==> config.mk <==
export PLATFORM = sky130hd
export DESIGN_NAME = serial_alu
export DESIGN_NICKNAME = d
export VERILOG_FILES = /design/src/rtl/serial_alu.sv
export SDC_FILE = /design/constraint.sdc
export NUM_CORES = 1
export LEC_CHECK = 0
export ABC_AREA = 1
export CORE_MARGIN = 1
export CORE_UTILIZATION = 48
export CTS_CLUSTER_DIAMETER = 200
export CTS_CLUSTER_SIZE = 40
export DETAILED_ROUTE_END_ITERATION = 16
export PLACE_DENSITY = 0.68
export SLEW_MARGIN = 0
export SYNTH_ARGS = -nofsm -noshare
export SYNTH_HDL_FRONTEND = slang
export SYNTH_SLANG_ARGS = --single-unit
==> constraint.sdc <==
create_clock -name clock -period 6.15 [get_ports clock]
set_input_delay 1.23 -clock clock [delete_from_list [all_inputs] [get_ports clock]]
set_output_delay 1.23 -clock clock [all_outputs]
set_load 0.005 [all_outputs]
==> src/rtl/serial_alu.sv <==
// Digit-serial ALU: arithmetic/logic ops walk one DIGIT-bit digit per cycle, shifts move up to DIGIT places per cycle.
// Define SERIAL_ALU_FLAGS_EN to add the flag_zero/flag_carry/flag_overflow outputs.
module serial_alu #(
  parameter int WIDTH = 16,
  parameter int DIGIT = 4
) (
  input  logic             clock,
  input  logic             reset,
  input  logic [3:0]       op,
  input  logic [WIDTH-1:0] alu_input1,
  input  logic [WIDTH-1:0] alu_input2,
  input  logic             in_valid,
  output logic             in_ready,
  output logic             out_valid,
  input  logic             out_ready,
  output logic [WIDTH-1:0] result
`ifdef SERIAL_ALU_FLAGS_EN
  ,
  output logic             flag_zero,
  output logic             flag_carry,
  output logic             flag_overflow
`endif
);

  localparam int NDIG = WIDTH / DIGIT;

  localparam logic [1:0] ST_IDLE = 2'd0;
  localparam logic [1:0] ST_RUN  = 2'd1;
  localparam logic [1:0] ST_DONE = 2'd2;

  localparam logic [3:0] OP_ADD   = 4'd0;
  localparam logic [3:0] OP_SUB   = 4'd1;
  localparam logic [3:0] OP_LUI   = 4'd2;
  localparam logic [3:0] OP_SLL   = 4'd3;
  localparam logic [3:0] OP_SRL   = 4'd4;
  localparam logic [3:0] OP_SRA   = 4'd5;
  localparam logic [3:0] OP_AUIPC = 4'd6;
  localparam logic [3:0] OP_SLT   = 4'd7;
  localparam logic [3:0] OP_SLTU  = 4'd8;
  localparam logic [3:0] OP_XOR   = 4'd9;
  localparam logic [3:0] OP_OR    = 4'd10;
  localparam logic [3:0] OP_AND   = 4'd11;

  if ((WIDTH % DIGIT) != 0) begin : g_bad_digit
    $error("serial_alu: WIDTH must be an integer multiple of DIGIT");
  end

  function automatic logic is_shift_op(input logic [3:0] o);
    return (o == OP_SLL) || (o == OP_SRL) || (o == OP_SRA);
  endfunction

  function automatic logic is_sub_op(input logic [3:0] o);
    return (o == OP_SUB) || (o == OP_SLT) || (o == OP_SLTU);
  endfunction

  function automatic logic is_digit_op(input logic [3:0] o);
    return (o == OP_ADD) || (o == OP_SUB) || (o == OP_AUIPC) || (o == OP_LUI) ||
           (o == OP_XOR) || (o == OP_OR) || (o == OP_AND) || (o == OP_SLT) || (o == OP_SLTU);
  endfunction

  logic [1:0]       state_q, state_d;
  logic [3:0]       op_q, op_d;
  logic [WIDTH-1:0] a_q, a_d;
  logic [WIDTH-1:0] b_q, b_d;
  logic [WIDTH-1:0] acc_q, acc_d;
  logic             carry_q, carry_d;
  logic [WIDTH-1:0] cnt_q, cnt_d;
  logic [WIDTH-1:0] result_q, result_d;

  logic [DIGIT-1:0] a_dig_s, b_dig_s, dig_s;
  logic [DIGIT:0]   sum_s;
  logic [WIDTH-1:0] digit_acc_s, shifted_s, step_s, final_s;
  logic             ovf_s, lt_signed_s, lt_unsigned_s, last_s;

  assign a_dig_s = a_q[DIGIT-1:0];
  assign b_dig_s = is_sub_op(op_q) ? ~b_q[DIGIT-1:0] : b_q[DIGIT-1:0];
  assign sum_s   = {1'b0, a_dig_s} + {1'b0, b_dig_s} + {{DIGIT{1'b0}}, carry_q};

  // Only meaningful on the top digit, where a_dig_s/b_dig_s hold the operand sign bits.
  assign ovf_s         = (a_dig_s[DIGIT-1] == b_dig_s[DIGIT-1]) && (sum_s[DIGIT-1] != a_dig_s[DIGIT-1]);
  assign lt_signed_s   = sum_s[DIGIT-1] ^ ovf_s;
  assign lt_unsigned_s = ~sum_s[DIGIT];

  assign digit_acc_s = (acc_q >> DIGIT) | (WIDTH'(dig_s) << (WIDTH - DIGIT));
  assign step_s      = (cnt_q > WIDTH'(DIGIT)) ? WIDTH'(DIGIT) : cnt_q;

  // Per-digit operation result.
  always_comb begin
    dig_s = sum_s[DIGIT-1:0];
    case (op_q)
      OP_XOR:  dig_s = a_dig_s ^ b_dig_s;
      OP_OR:   dig_s = a_dig_s | b_dig_s;
      OP_AND:  dig_s = a_dig_s & b_dig_s;
      OP_LUI:  dig_s = b_dig_s;
      default: dig_s = sum_s[DIGIT-1:0];
    endcase
  end

  // Partial shift of the accumulator by this cycle's step.
  always_comb begin
    shifted_s = acc_q;
    case (op_q)
      OP_SLL:  shifted_s = acc_q << step_s;
      OP_SRL:  shifted_s = acc_q >> step_s;
      OP_SRA:  shifted_s = $signed(acc_q) >>> step_s;
      default: shifted_s = acc_q;
    endcase
  end

  // Last-RUN-cycle detection and the value latched into result.
  always_comb begin
    last_s  = 1'b1;
    final_s = '0;
    if (is_shift_op(op_q)) begin
      last_s = (cnt_q <= WIDTH'(DIGIT));
    end else if (is_digit_op(op_q)) begin
      last_s = (cnt_q == '0);
    end else begin
      last_s = 1'b1;
    end
    case (op_q)
      OP_SLT:                  final_s = WIDTH'(lt_signed_s);
      OP_SLTU:                 final_s = WIDTH'(lt_unsigned_s);
      OP_SLL, OP_SRL, OP_SRA:  final_s = shifted_s;
      OP_ADD, OP_SUB, OP_AUIPC,
      OP_XOR, OP_OR, OP_AND,
      OP_LUI:                  final_s = digit_acc_s;
      default:                 final_s = '0;
    endcase
  end

  // Control FSM and datapath next state.
  always_comb begin
    state_d  = state_q;
    op_d     = op_q;
    a_d      = a_q;
    b_d      = b_q;
    acc_d    = acc_q;
    carry_d  = carry_q;
    cnt_d    = cnt_q;
    result_d = result_q;
    case (state_q)
      ST_IDLE: begin
        if (in_valid) begin
          state_d = ST_RUN;
          op_d    = op;
          a_d     = alu_input1;
          b_d     = alu_input2;
          carry_d = is_sub_op(op);
          if (is_shift_op(op)) begin
            acc_d = alu_input1;
            cnt_d = alu_input2 & WIDTH'(2 * WIDTH - 1);
          end else begin
            acc_d = '0;
            cnt_d = WIDTH'(NDIG - 1);
          end
        end else begin
          state_d = ST_IDLE;
        end
      end
      ST_RUN: begin
        if (is_shift_op(op_q)) begin
          acc_d = shifted_s;
          cnt_d = cnt_q - step_s;
        end else begin
          acc_d   = digit_acc_s;
          a_d     = a_q >> DIGIT;
          b_d     = b_q >> DIGIT;
          carry_d = sum_s[DIGIT];
          cnt_d   = cnt_q - WIDTH'(1);
        end
        if (last_s) begin
          state_d  = ST_DONE;
          result_d = final_s;
          carry_d  = 1'b0;
          cnt_d    = '0;
        end else begin
          state_d = ST_RUN;
        end
      end
      ST_DONE: begin
        if (out_ready) begin
          state_d = ST_IDLE;
        end else begin
          state_d = ST_DONE;
        end
      end
      default: state_d = ST_IDLE;
    endcase
  end

  // State registers.
  always_ff @(posedge clock or posedge reset) begin
    if (reset) begin
      state_q  <= ST_IDLE;
      op_q     <= 4'd0;
      a_q      <= '0;
      b_q      <= '0;
      acc_q    <= '0;
      carry_q  <= 1'b0;
      cnt_q    <= '0;
      result_q <= '0;
    end else begin
      state_q  <= state_d;
      op_q     <= op_d;
      a_q      <= a_d;
      b_q      <= b_d;
      acc_q    <= acc_d;
      carry_q  <= carry_d;
      cnt_q    <= cnt_d;
      result_q <= result_d;
    end
  end

  assign in_ready  = (state_q == ST_IDLE);
  assign out_valid = (state_q == ST_DONE);
  assign result    = result_q;

`ifdef SERIAL_ALU_FLAGS_EN
  logic fz_q, fc_q, fo_q;

  // Flags are captured together with result and held through DONE.
  always_ff @(posedge clock or posedge reset) begin
    if (reset) begin
      fz_q <= 1'b0;
      fc_q <= 1'b0;
      fo_q <= 1'b0;
    end else if ((state_q == ST_RUN) && last_s) begin
      fz_q <= (final_s == '0);
      fc_q <= ((op_q == OP_ADD) || (op_q == OP_AUIPC) || is_sub_op(op_q)) ? sum_s[DIGIT] : 1'b0;
      fo_q <= ((op_q == OP_ADD) || (op_q == OP_AUIPC) || (op_q == OP_SUB)) ? ovf_s : 1'b0;
    end else begin
      fz_q <= fz_q;
      fc_q <= fc_q;
      fo_q <= fo_q;
    end
  end

  assign flag_zero     = fz_q;
  assign flag_carry    = fc_q;
  assign flag_overflow = fo_q;
`endif

endmodule

Word level (Yosys, flattened, before mapping) --
Cells that the tools add are included.
Word-level totals: register bits after elaboration 87, input port bits 40, word-level logic and storage cells 106
Cells by class: add/sub/neg operators 4, $lt $le $gt $ge 2, equality and inequality tests 24, shift-type cells 3, multiplexer cells 30, bitwise operators 7, reduce and logical (&&, ||, !) cells 28
Operators with widths (count):
- $mux W16 | 11
- $pmux W16 S2 | 4
- $pmux W16 S4 | 1
- $pmux W16 S3 | 1
- $eq A4 B3 Y1 const B | 7
- $eq A4 B4 Y1 const B | 5
- $gt A16 B3 Y1 const B | 1
- $le A16 B3 Y1 const B | 1
- $logic_not A16 Y1 | 1
- $logic_or A1 B1 Y1 | 16
- $or A12 B16 Y16 | 1
- $pmux W4 S4 | 1
- $shl A16 B16 Y16 | 1
- $shr A16 B16 Y16 | 1
- $sshr A16 B16 Y16 | 1
- $sub A16 B1 Y16 const B | 1
- $sub A16 B16 Y16 | 1
- $eq A4 B2 Y1 const B | 3
- $eq A4 B1 Y1 const B | 2
- $reduce_or A7 Y1 | 1
- $mux W1 | 6
- $pmux W2 S3 | 1
- $reduce_and A2 Y1 | 3
- $reduce_and A3 Y1 | 2
- other kinds (23) | 25

Longest topological paths before layout --
word-level depth 13, depth in mapped cells 20, depth with buffers taken out 20

Worst setup path before layout --
Ideal clock, no wire load.
path type flip-flop to flip-flop, from reg cnt_q[1], to reg cnt_q[3], data arrival time 2.347 ns, data required time 6.027 ns, slack 3.679 ns, cell stages (with the launch flop) 18, buffers on the path 2, period minus slack after synthesis 2.471 ns, cell sequence dfrtp_1 nor2_1 nor2_1 nor2_2 nand4_1 buf_2 buf_2 nor2_1 inv_1 ha_1 or2_1 nand2_1 o21ai_2 or2_0 nand3_1 o21ai_1 nand2_1 o21ai_1
Between the ends: longest elaborated chain between the ends 6, elaborated cells between the ends (all ways) 11, those cells by class add/sub: 2; order compare: 2; mux: 6; reduce/logical: 1
RTL lines:
- start: declaration | line 67 | logic [WIDTH-1:0] cnt_q, cnt_d;
- start signal: assignment | line 210 | cnt_q <= cnt_d;
- $gt A16 B3 Y1 | line 85 | assign step_s = (cnt_q > WIDTH'(DIGIT)) ? WIDTH'(DIGIT) : cnt_q;
- $mux W16 | line 85
- $sub A16 B16 Y16 | line 164 | cnt_d = cnt_q - step_s;
- $mux W16 | line 162 | if (is_shift_op(op_q)) begin
- $mux W16 * | line 172 | if (last_s) begin
- $pmux W16 S2 * | line 142 | case (state_q)
Every way passes the cells marked *; elsewhere a longest branch is shown, timed or not. A chain may end at the register's enable or synchronous reset.

Worst setup path after layout --
from reg state_q[0], to reg a_q[1]
Between the ends: longest elaborated chain between the ends 3, elaborated cells between the ends (all ways) 7, those cells by class eq/ne: 3; mux: 1; reduce/logical: 3
RTL lines:
- start: declaration | line 61 | logic [1:0] state_q, state_d;
- start signal: assignment | line 204 | state_q <= state_d;
- $eq A2 B1 Y1 or $logic_not A2 Y1 (tied branches) | line 142
- $ne A2 B2 Y1 (no source line) or $reduce_bool A2 Y1 (tied branches)
- $reduce_and A3 Y1 (no source line)
- end signal: assignment | line 197 | a_q <= '0;
- end signal: assignment | line 206 | a_q <= a_d;
- end: declaration | line 63 | logic [WIDTH-1:0] a_q, a_d;
Parallel ways exist; a longest one is shown, timed or not.

==> summary.md <==
| Metric | Value |
|---|---|
| Detailed Place HPWL | `15,500 um` |
| Via count of the routed design | `7,120` |
| Post-synth ARST share | `100%` |
| Kind of critical path | `reg2reg` |
| Outcome | `completed` |
| Clk Latency, worst-skew pair | `350 ps` |
| Antenna diode count | `0` |
| Area share of the leading cell type in the synthesized netlist | `32.3%` |
| Worst-path clk slew | `70 ps` |
| Buffer count from post-CTS setup fixing | `0` |
| Synth top area cells | `dfrtp_1, nand2_1, nand3_1` |
| Number of port buffers | `57` |
| Hold Path Stages | `2` |
| Total of flip-flops plus latches after synthesis | `87` |
| # H-tree levels | `3` |
| Cell area after synthesis | `6740 um2` |
| Clock net sink count | `87` |
| Initial antenna violation count | `0` |
| Count of TritonRoute iterations in the first routing pass | `5` |
| Kind of start point of the critical path | `flip-flop` |
| Ys flop type | `dfrtp_1` |
| Worst setup startpoint | `state_q[0]$_DFF_PP0_` |
| Clock tree skew after final layout | `6.65 ps` |
| Hold Path Origin | `result[6]$_DFFE_PP0P_` |
| Depth of the critical timing path with buffers and inverters included | `9` |
| Static leakage | `3.90 nW` |
| Final TNS setup | `0 ps` |
| Endpoints failing setup | `0` |
| Vias in the first global route | `6,512` |
| Unrepaired setup endpoints after global routing | `no` |
| Number of enable-type register cells in the synthesized netlist | `0` |
| Fin crit period | `3520 ps` |
| Initial DRC Count | `597` |
| Share of cells above drive strength 1 | `5.54%` |
| Post-route DRC | `0` |
| Area of the die | `14,500 um2` |
| CP Capture Type | `flip-flop` |
| Number of I/O pins | `58` |
| Mapped Avg Cell Area | `6.44 um2` |
| Number of distinct library cells after synthesis | `47` |
| Maximum vdd drop | `0.336 mV` |
| Max Freq | `284 MHz` |
| Max-capacitance violation count | `0` |
| Register-to-Register Path Depth | `9` |
| Count of buffering cells on the critical path with inverters included | `4` |
| Total congestion overflow after global routing | `0` |
| Row count | `42` |
| Largest delay contributor family on the critical path | `simple AND/OR/NAND/NOR gates` |
| Proportion of synthesized chip area in sequential cells | `32.3%` |
| Area added between synthesis and finish | `15.0%` |
| Area of the placeable core | `13,500 um2` |
| Critical R2R Launch | `state_q[0]$_DFF_PP0_` |
| Global placement routability congestion | `0.972` |
| Arrival time at the worst endpoint | `3780 ps` |
| Power density of the placed cells | `526 nW/um2` |
| Number of buffers on the longest clock path | `2` |
| Via-to-Cell Ratio | `5.58` |
| Number of nets in the layout | `1,160` |
| Slew headroom | `27.2%` |
| TritonCTS clock tree | `yes` |
| Pin slew with the least headroom to its limit | `1090 ps` |
| Total length of routed wires | `20,800 um` |
| Critical-path cell with the highest stage delay | `nor2_1` |
| Buffer type at the clock tree root | `clkbuf_16` |
| Final cycle utilization of the critical path | `57.2%` |
| First-pass GRT wire length | `33,200 um` |
| Ys Warns | `0` |
| Fin. max-slew vios | `0` |
| Number of cells produced by synthesis | `1,046` |
| Gates resized, CTS repair | `0` |
| Global router's overall resource usage | `29.7%` |
| Fin util | `57.6%` |
| Die span in y | `120 um` |
| Max Fanout on Critical Path | `52` |
| Pin count of the biggest net entering global routing | `53` |
| Cell breakdown of the critical path | `inv_2, nor2_4, buf_4, inv_2, nor2_1, inv_2, nand2_2, nand2_1, o21ai_0` |
| Number of buffers added by the clock tree synthesis step | `9` |
| Type of the tightest min-delay check | `reg2reg` |
| Worst EP required | `6410 ps` |
| Quantity of hold-fixing buffers added after cts | `0` |
| Antenna viol nets, final | `0` |
| Final Hold Vio Count | `0` |
| Average wire per cell in the routed design | `16.3 um` |
| Initial Utilization | `50.1%` |
| Library cell occupying the most area in the post-synthesis netlist | `dfrtp_1` |
| Largest incremental delay on the critical path | `920 ps` |
| Crit path top cell by count | `inv_2` |
| Horizontal die dimension | `120 um` |
==> per-stage QoR <==
stage / std cells / setup slack [ps] / cell area, um2 / hold slack [ps] / power [mW]
3_5_place_dp: 1261 / 2530 / 7460 / 470 / 3.50
6_report: 1277 / 2630 / 7750 / 481 / 4.08
4_1_cts: 1277 / 2740 / 7750 / 487 / 4.05
2_1_floorplan: 1057 / 2670 / 6780 / 469 / 2.80
3_3_place_gp: 1261 / 2590 / 7460 / 465 / 3.48
5_1_grt: 1277 / 2330 / 7750 / 500 / 4.44
==> kinds of logic (layout without fill, tap and decap cells) <==
family / count (synthesis) / count (layout) / synth area share, %
simple gates: 624 / 624 / 39.5
compound gates: 166 / 166 / 14.7
buf+inv: 143 / 187 / 8.43
flops: 87 / 87 / 32.3
fa+ha+maj: 24 / 24 / 4.79
other cells: 1 / 12 / 0.0557
xor+xnor: 1 / 1 / 0.130
==> worst reg2reg max path, delay by kind of cell, from the launching register on <==
| family | cells | cell delay, ps |
|---|---|---|
| and+or+nand+nor | 4 | 1850 |
| DFF | 1 | 400 |
| AOI/OAI and AO/OA | 1 | 120 |
| buffers and inverters | 4 | 1070 |
==> routing by layer <==
metal / part of all wire, % / GRT usage [%] / vias to the layer above
li1: - / - / 3528
met1: 43 / 40.1 / 3266
met2: 46 / 46.8 / 277
met3: 7.5 / 4.76 / 49
met4: 3.7 / 13.8 / 0
met5: 0 / 0 / -
==> where the power goes <==
group,switching (mW),internal (mW)
combinational,1.66,0.829
clock,0.247,0.298
sequential,0.215,0.833
total,2.12,1.96
==> registers in the layout, summed over array words and instances (netlist names) <==
signal   count
a_q         16
op_q         4
acc_q       16
carry_q      1
b_q         16
cnt_q       16
result      16
state_q      2
==> final cells by class <==
| type | instances | area [um2] |
|---|---|---|
| Tap cell | 176 | 220 |
| Clock inverter | 5 | 37.5 |
| Multi-Input combinational cell | 827 | 4030 |
| Timing Repair Buffer | 64 | 623 |
| Sequential cell | 87 | 2180 |
| Inverter | 107 | 403 |
| Clock buffer | 11 | 253 |
| Fill cell | 1359 | 5710 |
==> cells in the mapped netlist, types with 2 or more instances <==
cell      number
o211ai_1      20
o21ai_1       11
nand3b_1       2
nor2_2         7
buf_4          2
inv_1         98
and2_1         2
a21oi_1       28
nand3_2        3
buf_2         19
dfrtp_1       87
nand4_1       10
clkbuf_1      12
a221oi_1      12
or2_0          2
nor3_1        14
fa_1           3
inv_2          8
o21ai_0       67
o21ai_2        2
nand2_2        5
a21o_1         2
nor2_4         5
o22ai_1        4
buf_1          3
nand2_4        3
nand2_1      380
nand3_1      113
ha_1          21
nor2_1        74
a31oi_1       11
==> path summary, 6_finish.rpt <==
kind	to	slack, ps
max	a_q[1]$_DFFE_PP0P_	2630
min	result[6]$_DFFE_PP0P_	480
max reg2reg	a_q[1]$_DFFE_PP0P_	2630
min reg2reg	result[6]$_DFFE_PP0P_	480
max in group asynchronous	acc_q[10]$_DFFE_PP0P_	3770
min in group asynchronous	b_q[14]$_DFFE_PP0P_	1300
==> cell usage in the layout, fill, tap and decap left out, drive strengths merged, types with 14 or more instances in the layout <==
| cell | netlist | layout |
|---|---|---|
| nand3 | 116 | 116 |
| o211ai | 21 | 21 |
| o21ai | 80 | 80 |
| clkdlybuf4s50 | 0 | 57 |
| nor2 | 86 | 86 |
| inv | 106 | 107 |
| nor3 | 14 | 14 |
| ha | 21 | 21 |
| dfrtp | 87 | 87 |
| nand2 | 388 | 388 |
| a21oi | 29 | 29 |
No activity file was read; power rests on OpenSTA's default activity.
